`src/rtl/bfp16_accum.sv`:
```
// BFP16 sequential accumulator: sums a counted stream of BFP16 words using
// an external combinational adder, one element every two cycles.
module bfp16_accum #(
    parameter int SIZE_DATA  = 32,
    parameter int SIZE_COUNT = 8
) (
    input  logic                  i_clk,
    input  logic                  i_rst,
    input  logic                  i_start,
    input  logic [SIZE_COUNT-1:0] i_length,
    input  logic                  i_valid,
    output logic                  o_ready,
    input  logic [SIZE_DATA-1:0]  i_data,
    output logic [SIZE_DATA-1:0]  o_add_a,
    output logic [SIZE_DATA-1:0]  o_add_b,
    input  logic [SIZE_DATA-1:0]  i_add_sum,
    output logic [SIZE_DATA-1:0]  o_sum,
    output logic [SIZE_COUNT-1:0] o_count,
    output logic                  o_busy,
    output logic                  o_done
);

    typedef enum logic [1:0] {
        IDLE = 2'd0,
        RUN  = 2'd1,
        ADD  = 2'd2,
        DONE = 2'd3
    } state_e;

    state_e                state_q, state_d;
    logic [SIZE_DATA-1:0]  acc_q, acc_d;
    logic [SIZE_DATA-1:0]  op_q, op_d;
    logic [SIZE_COUNT-1:0] count_q, count_d;
    logic [SIZE_COUNT-1:0] len_q, len_d;

    always_comb begin
        state_d = state_q;
        acc_d   = acc_q;
        op_d    = op_q;
        count_d = count_q;
        len_d   = len_q;
        unique case (state_q)
            IDLE: begin
                if (i_start) begin
                    acc_d   = '0;
                    count_d = '0;
                    len_d   = i_length;
                    state_d = (i_length == '0) ? DONE : RUN;
                end
            end
            RUN: begin
                if (i_valid) begin
                    op_d    = i_data;
                    count_d = count_q + SIZE_COUNT'(1);
                    state_d = ADD;
                end
            end
            ADD: begin
                // The adder forces a hidden 1 on operand a, so a zero
                // accumulator must be replaced rather than added to.
                acc_d   = (acc_q == '0) ? op_q : i_add_sum;
                state_d = (count_q == len_q) ? DONE : RUN;
            end
            DONE: begin
                state_d = IDLE;
            end
            default: begin
                state_d = IDLE;
            end
        endcase
    end

    always_ff @(posedge i_clk) begin
        if (i_rst) begin
            state_q <= IDLE;
            acc_q   <= '0;
            op_q    <= '0;
            count_q <= '0;
            len_q   <= '0;
        end else begin
            state_q <= state_d;
            acc_q   <= acc_d;
            op_q    <= op_d;
            count_q <= count_d;
            len_q   <= len_d;
        end
    end

    assign o_ready = (state_q == RUN);
    assign o_busy  = (state_q != IDLE);
    assign o_done  = (state_q == DONE);
    assign o_add_a = acc_q;
    assign o_add_b = op_q;
    assign o_sum   = acc_q;
    assign o_count = count_q;

endmodule
```
`config.mk`:
```
export PLATFORM = sky130hd
export DESIGN_NAME = bfp16_accum
export DESIGN_NICKNAME = d
export VERILOG_FILES = /design/src/rtl/bfp16_accum.sv
export SDC_FILE = /design/constraint.sdc
export NUM_CORES = 1
export LEC_CHECK = 0
export ABC_AREA = 1
export BUFFER_PORTS_ARGS = -buffer_cell sky130_fd_sc_hd__clkbuf_2
export CAP_MARGIN = 5
export CORE_AREA = 5 5 97 136
export CTS_CLUSTER_DIAMETER = 50
export DETAILED_ROUTE_END_ITERATION = 7
export DIE_AREA = 0 0 102 141
export GPL_ROUTABILITY_DRIVEN = 0
export PLACE_DENSITY = 0.58
export SYNTH_ARGS = -nofsm -noshare
export SYNTH_HDL_FRONTEND = slang
export SYNTH_SLANG_ARGS = --single-unit
export TNS_END_PERCENT = 5
```
`constraint.sdc`:
```
create_clock -name i_clk -period 2.5 [get_ports i_clk]
set_input_delay 0.5 -clock i_clk [delete_from_list [all_inputs] [get_ports i_clk]]
set_output_delay 0.5 -clock i_clk [all_outputs]
set_load 0.02 [all_outputs]
```
==> results of run 1 <==
## cell usage in the layout (no fill, tap or decap), drive strengths merged, types with 2 or more instances in the layout
| cell | synthesis | routed |
|---|---|---|
| clkbuf | 9 | 194 |
| nor2 | 48 | 48 |
| nand2 | 89 | 89 |
| nor3 | 3 | 3 |
| o21bai | 33 | 33 |
| a21oi | 71 | 71 |
| clkinv | 0 | 2 |
| inv | 50 | 50 |
| buf | 54 | 7 |
| nand3 | 35 | 35 |
| o21ai | 44 | 44 |
| xor2 | 7 | 7 |
| nand4 | 2 | 2 |
| dfxtp | 82 | 82 |
## power by group through the flow
stage               logic (µW)  clock network [µW]  registers [µW]
finish                    1790                1290            1470
global route              2010                1370            1480
CTS                       1810                1320            1470
detailed placement        1810                   0            1500
global placement          1770                   0            1500
floorplan                 1450                   0            1570
## path summary, 6_finish.rpt
check	slack, ns	cells after the start	start	end
max reg2reg	0.61	9	o_add_a[3]	o_add_a[4]
max	0.61	9	o_add_a[3]	o_add_a[4]
min	0.44	3	i_data[3]	o_add_b[3]
min reg2reg	0.48	2	len_q[0]	len_q[0]
## cell usage after synthesis (all sizes together)
| cell type | n |
|---|---|
| o21bai | 33 |
| o21ai | 44 |
| o211ai | 1 |
| xor2 | 7 |
| ha | 1 |
| nand3 | 35 |
| o22ai | 1 |
| buf | 54 |
| nand4 | 2 |
| inv | 50 |
| nor4 | 1 |
| dfxtp | 82 |
| a21oi | 71 |
| o211a | 1 |
| a31oi | 1 |
| nor2 | 48 |
| clkbuf | 9 |
| nand2 | 89 |
| nor3 | 3 |
## stage by stage
stage          util [%]  std cells  total power [µW]  hold slack (ns)  worst slack, ns
6_report           42.2        824              4550            0.436            0.613
4_1_cts            42.2        824              4600            0.426            0.579
3_3_place_gp       39.8        809              3270            0.460            0.619
5_1_grt            42.2        824              4870            0.436            0.445
2_1_floorplan         -        533              3020            0.444             1.10
3_5_place_dp       39.8        809              3310            0.467            0.597
## flip-flops by register name, summed over array words and instances, names as in the netlist
name and count:
o_count 8, state_q 2, o_add_b 32, o_add_a 32
len_q 8
## cells by family (layout without fill, tap and decap cells)
logic type,Yosys count,after routing,share of synthesized area (%)
flops,82,82,40.5
compound gates,152,152,21.6
xor+xnor,7,7,1.51
buf+inv,113,254,16.3
fa+ha+maj,1,1,0.309
simple gates,178,178,19.7
## layer usage
metal | global-route usage (%) | vias to the layer above | routed length [µm]
met4 | 8.22 | 0 | 372
met3 | 3.27 | 24 | 774
li1 | - | 1976 | -
met5 | 0 | - | 0
met1 | 18.9 | 1773 | 4750
met2 | 29.1 | 129 | 6140
## final cells by class
class | count | area, µm²
fillers | 1263 | 6910
clock buffers | 12 | 246
inverters | 50 | 188
clock inverters | 3 | 40.0
well taps | 150 | 188
multi-input cells | 338 | 1750
flip-flops and latches | 82 | 1640
repair buffers | 189 | 988
## worst min-delay path, cell delays in order
cell and delay (ns):
clkbuf_2 0.07, o21ai_1 0.05, a21oi_1 0.10
==> run metrics, run 1 <==
drt wl/cell 14.6 µm; total wire length after detailed routing 12000 µm; Total Routing Usage GR 16.6%; gate count of the mapped netlist 533; time the final worst path needs with I/O delays and setup 1.89 ns; Max Fanout on Critical Path 18; Post-Synthesis Cell Area 0.00405 mm²; slowest CP cell dfxtp_1; clk sinks 82; arrival time worst endpoint 2.09 ns; count of warnings emitted by yosys 0; width of the chip 102 µm; clk_skew 0.00414 ns; cells resized by post-CTS repair 0; highest ir drop seen on vdd 566 µV; number of buffers inserted by post-CTS setup repair 0; Worst-path clk slew 0.06 ns; cell type group with the largest total delay on the critical path simple AND/OR/NAND/NOR gates; total number of vias 3902; Leakage Power 0.00250 µW; synthesis-to-layout area growth 24.5%; post-place instance area 0.00475 mm²; CTS buffer count 9; clock insertion delay at the later pin of the skew report 0.33 ns; startpoint kind of the worst setup timing path flip-flop; largest net degree at the start of global routing 67; tightest slew margin relative to the limit 57.3%; Final HPWL DP 9190 µm; Vias per Instance 4.74; hold buffers post-CTS 0; part of the power in combinational logic 39.3%; starting DRC count in detailed routing 98; clock group share of total power 28.4%; clock root cell clkbuf_16; die area 0.0144 mm²; Layout Cell Area excl Fill 0.00504 mm²; number of buffers inserted by port buffering 182; final period utilization 75.5%; most area-hungry cell type in the Yosys netlist dfxtp_1; Reg power frac 32.3%; starting utilization of the core area 33.9%; global-route wire length before repair 18900 µm; cell-internal power 2750 µW; unrepaired setup endpoints after global routing no; Core Area 0.0120 mm²; iteration count of the initial detailed-routing pass 4; Slew @ Worst Pin 0.641 ns; net switching fraction of the power 39.6%; synthesis-stage register bit count 82; ANT cells 0; GRT Residual Overflow 0; kind of capture point of the worst setup path flip-flop; floorplan die height 141 µm; number of antenna violations at the first check in global routing 0; number of nets in the synthesized netlist 610; number of H-tree levels 3; Required @ worst endpoint 2.70 ns; CTS tree done; final number of setup-violating endpoints 0; crit path kind flip-flop to flip-flop; worst min path class input pin to flip-flop; synthesized area divided by synthesized cell count 7.60 µm²; final total negative setup slack 0 ns; ports placed on the boundary 183; largest cells by area after synthesis dfxtp_1 41%, a21oi_1 8.8%, nand2_1 7.8%; number of nets with antenna violations after routing 0; DRC Markers 0; hold violation total from the final report 0; sum of buffers and inverters on the critical path 1; floorplan row count 48; switching power 1800 µW; # Max-Cap Violations 0; sequential share of the synthesized area 40.5%; share of post-route cells with drive strength above 1 33.4%; number of nets in the finished design 747; power density of the placed cells 903 mW/mm²; deepest clock path buffer count 2; largest incremental delay on the critical path 0.35 ns; maximum operating frequency 0.530 GHz; via count of the first global-routing pass 3774; number of distinct standard cells referenced by the synthesized netlist 29; Critical Path, Cell by Cell nor2_1 -> nand2_1 -> nor2_1 -> nand2_2 -> nor2_4 -> buf_4 -> nand2_1 -> nand3_1 -> a21oi_1; number of max-slew violations in the final report 0; outcome complete, no violations; area share of the leading cell type in the synthesized netlist 40.5%
No activity file was read; power rests on OpenSTA's default activity.
==> run 2, diff against run 1 <==
==> config.mk (replaced) <==
export PLATFORM = sky130hd
export DESIGN_NAME = bfp16_accum
export DESIGN_NICKNAME = d
export VERILOG_FILES = /design/src/rtl/bfp16_accum.sv
export SDC_FILE = /design/constraint.sdc
export NUM_CORES = 1
export LEC_CHECK = 0
export ABC_AREA = 0
export BUFFER_PORTS_ARGS = -buffer_cell sky130_fd_sc_hd__clkbuf_2
export CAP_MARGIN = 5
export CORE_AREA = 5 5 96 134
export CTS_CLUSTER_DIAMETER = 50
export DETAILED_ROUTE_END_ITERATION = 7
export DIE_AREA = 0 0 101 139
export GPL_ROUTABILITY_DRIVEN = 0
export PLACE_DENSITY = 0.6
export SYNTH_ARGS = -nofsm -noshare
export SYNTH_HDL_FRONTEND = slang
export SYNTH_SLANG_ARGS = --single-unit
export TNS_END_PERCENT = 5
==> constraint.sdc (replaced) <==
create_clock -name i_clk -period 1.6 [get_ports i_clk]
set_input_delay 0.32 -clock i_clk [delete_from_list [all_inputs] [get_ports i_clk]]
set_output_delay 0.32 -clock i_clk [all_outputs]
set_load 0.02 [all_outputs]
==> run 2 against run 1 <==
Compared with the run above: sequential share of layout area shrank 1.5 points; worst hold slack lost 0.23 ns; routed wire length grew 4.5%; clock skew grew 0.0014 ns; largest cell class unchanged.
==> run metrics, run 2 <==
number of antenna violations at the first check in global routing 0 (unchanged); most common cell after layout, fill and taps aside clkbuf_2; Final HPWL DP 9750 µm (+6.1%); floorplan die height 139 µm (-1.4%); crit path capture o_add_a[7]; Max Fanout on Critical Path 16 (-2); Primary FF master, synth dfxtp_1; CTS tree done; share of post-route cells with drive strength above 1 43.9% (+10 points); number of flops mapped to enable cells by yosys 0 (unchanged); starting utilization of the core area 33.8% (-0.073 points); ports placed on the boundary 183 (unchanged); kind of capture point of the worst setup path flip-flop; crit path kind flip-flop to flip-flop; async set or reset register ratio after synthesis 0% (unchanged); global-route wire length before repair 19800 µm (+5.0%); count of warnings emitted by yosys 0 (unchanged); Required @ worst endpoint 1.81 ns (-0.89 ns); GRT Residual Overflow 0 (unchanged); Slew @ Worst Pin 0.343 ns (-0.298 ns); worst min path class input pin to flip-flop; startpoint kind of the worst setup timing path flip-flop; number of standard cells in the final layout excluding fillers 792 (-3.9%); drt wl/cell 15.9 µm (+8.8%); power density of the placed cells 971 mW/mm² (+7.6%); most area-hungry cell type in the Yosys netlist dfxtp_1; number of nets with antenna violations after routing 0 (unchanged); # Max-Cap Violations 0 (unchanged); Reg-to-Reg Start o_add_a[10]; iteration count of the initial detailed-routing pass 4 (unchanged); CTS buffer count 9 (unchanged); Vias per Instance 4.98 (+5.3%); Leakage Power 0.00240 µW (-3.9%); clk sinks 82 (unchanged); Top Usage Layer GRT met2; most frequent cells in the layout 182 x clkbuf_2, 149 x nand2_1, 80 x dfxtp_1, 44 x a21oi_1, 36 x buf_4; time the final worst path needs with I/O delays and setup 1.54 ns (-0.345 ns); final setup slack of the worst path 0.0583 ns (-0.555 ns); deepest clock path buffer count 2 (unchanged); part of the power in combinational logic 15.4% (-24 points); critical path startpoint o_add_a[10]; number of buffers inserted by port buffering 182 (unchanged); unrepaired setup endpoints after global routing yes; floorplan row count 47 (-2.1%); commonest cells in the netlist 149 x nand2_1, 82 x dfxtp_1, 44 x a21oi_1; cell-internal power 3770 µW (+37%); Post-Synthesis Cell Area 0.00392 mm² (-3.3%); Total Routing Usage GR 17.7% (+1.1 points); highest ir drop seen on vdd 565 µV (-0.24%); final period utilization 96.4% (+21 points); total wire length after detailed routing 12600 µm (+4.5%); width of the chip 101 µm (-0.98%); number of max-slew violations in the final report 0 (unchanged); synthesized area divided by synthesized cell count 8.30 µm² (+9.2%); post-layout utilization of the core 45.7% (+3.5 points); clock insertion delay at the later pin of the skew report 0.34 ns (about the same); hold violation total from the final report 0 (unchanged); most repeated cell in the gate-level netlist after synthesis nand2_1; met3 Track Usage GR 3.57% (+0.31 points); number of distinct standard cells referenced by the synthesized netlist 35 (+21%); maximum operating frequency 0.649 GHz (+22%); sequential share of the synthesized area 41.9% (+1.4 points); cell count after placement 776 (-4.1%); arrival time worst endpoint 1.76 ns (-0.33 ns); reg2reg path depth 5 (-4); switching power 1370 µW (-24%); starting DRC count in detailed routing 131 (+34%); outcome complete, no violations; synthesis-stage register bit count 82 (unchanged); synthesis-to-layout area growth 35.1%; ANT cells 0 (unchanged); number of buffers inserted by post-CTS setup repair 0 (unchanged); Worst R2R Setup Slack 0.06 ns (-0.55 ns); number of nets in the finished design 717 (-4.0%); Core Area 0.0116 mm² (-3.1%); fraction of met2 tracks used by global routing 31.1% (+2.0 points); final number of setup-violating endpoints 0 (unchanged); worst slack, placed -0.0255 ns (-0.622 ns); DRC Markers 0 (unchanged); Reg power frac 42.0% (+9.7 points); total number of vias 3948 (+1.2%); net switching fraction of the power 26.6% (-13 points); Worst-path clk slew 0.06 ns (about the same); via count of the first global-routing pass 3898 (+3.3%); gate count of the mapped netlist 472 (-11%); number of nets in the synthesized netlist 549 (-10%); largest net degree at the start of global routing 33 (-51%); clk_skew 0.00555 ns (+0.00141 ns); RR Endpoint o_add_a[7]; largest cells by area after synthesis dfxtp_1 42%, nand2_1 14%, o211ai_2 9.6%; tightest slew margin relative to the limit 77.1% (+20 points); met1 track demand over resource in global routing 20.9% (+2.0 points); die area 0.0140 mm² (-2.4%); clock root cell clkbuf_16; clock group share of total power 42.6% (+14 points); area share of the leading cell type in the synthesized netlist 41.9% (+1.4 points); number of H-tree levels 3 (unchanged)
[run 2: changes by cell type after synthesis, moves of 8 or more]
cell,change
a21oi_1,-27
buf_6,-10
clkbuf_1,+8
inv_1,-46
nand2_1,+65
nand3_1,-31
nand4_1,+32
nor2_1,-28
nor4_1,+8
o211ai_2,+30
o21ai_0,-40
o21bai_1,-27
[run 2: routing by layer]
| layer | routed length, µm | part of all wire [%] |
|---|---|---|
| met1 | 4980 | 40 |
| met2 | 6580 | 52 |
| met3 | 817 | 6.5 |
| met4 | 211 | 1.7 |
| met5 | 0 | 0 |
[run 2: worst max-delay path: stages, from the launching register on]
cell and delay (ns):
dfxtp_1 0.32, nor4_2 0.30, and4_2 0.33, and2_4 0.20, buf_12 0.17, o211ai_2 0.11
[run 2: area by class of cell]
cell class,instances,area (µm²)
fillers,1188,6290
multi-input cells,321,1850
repair buffers,224,1290
inverters,2,7.51
clock buffers,11,233
flip-flops and latches,82,1640
well taps,147,184
clock inverters,5,78.8
[run 2: repair_timing]
| action | in CTS | in global routing |
|---|---|---|
| resized for setup | 3 | 9 |
| hold buffers | 0 | 0 |
| setup endpoints to repair | 25 | 34 |
[run 2: worst min path at each step]
stage | cells after the start | to | from | slack [ns]
floorplan | 2 | len_q[7] | len_q[7] | 0.45
global placement | 2 | len_q[2] | len_q[2] | 0.46
detailed placement | 2 | len_q[1] | len_q[1] | 0.46
CTS | 3 | o_add_b[29] | i_data[29] | 0.19
global route | 3 | o_add_b[29] | i_data[29] | 0.20
finish | 3 | o_add_b[31] | i_data[31] | 0.20
[run 2: through the flow]
stage | total power, µW | hold WS [ns] | area, µm² | TNS [ns]
after floorplan | 2730 | 0.448 | 3920 | 0
after global placement | 2980 | 0.458 | 4930 | 0
after detailed placement | 2990 | 0.461 | 4930 | -0.169
after CTS | 5180 | 0.188 | 5260 | 0
after global routing | 5330 | 0.200 | 5290 | -0.0839
final | 5140 | 0.203 | 5290 | 0
[run 2: kinds of logic (layout without fill, tap and decap cells)]
group | Yosys count | count (layout) | share of synthesized area (%)
AOI/OAI and AO/OA | 81 | 81 | 16.6
xor gates and xnor gates | 13 | 13 | 2.91
adders and majority gates | 1 | 1 | 0.319
buffers and inverters | 69 | 242 | 11.9
DFF | 82 | 82 | 41.9
and+or+nand+nor | 226 | 226 | 26.3
[run 2: power groups by stage]
stage	clock (µW)	sequential [µW]	combinational, µW
global route	2310	2170	858
global placement	0	2200	776
detailed placement	0	2200	786
floorplan	0	2230	495
finish	2190	2160	790
CTS	2240	2160	790
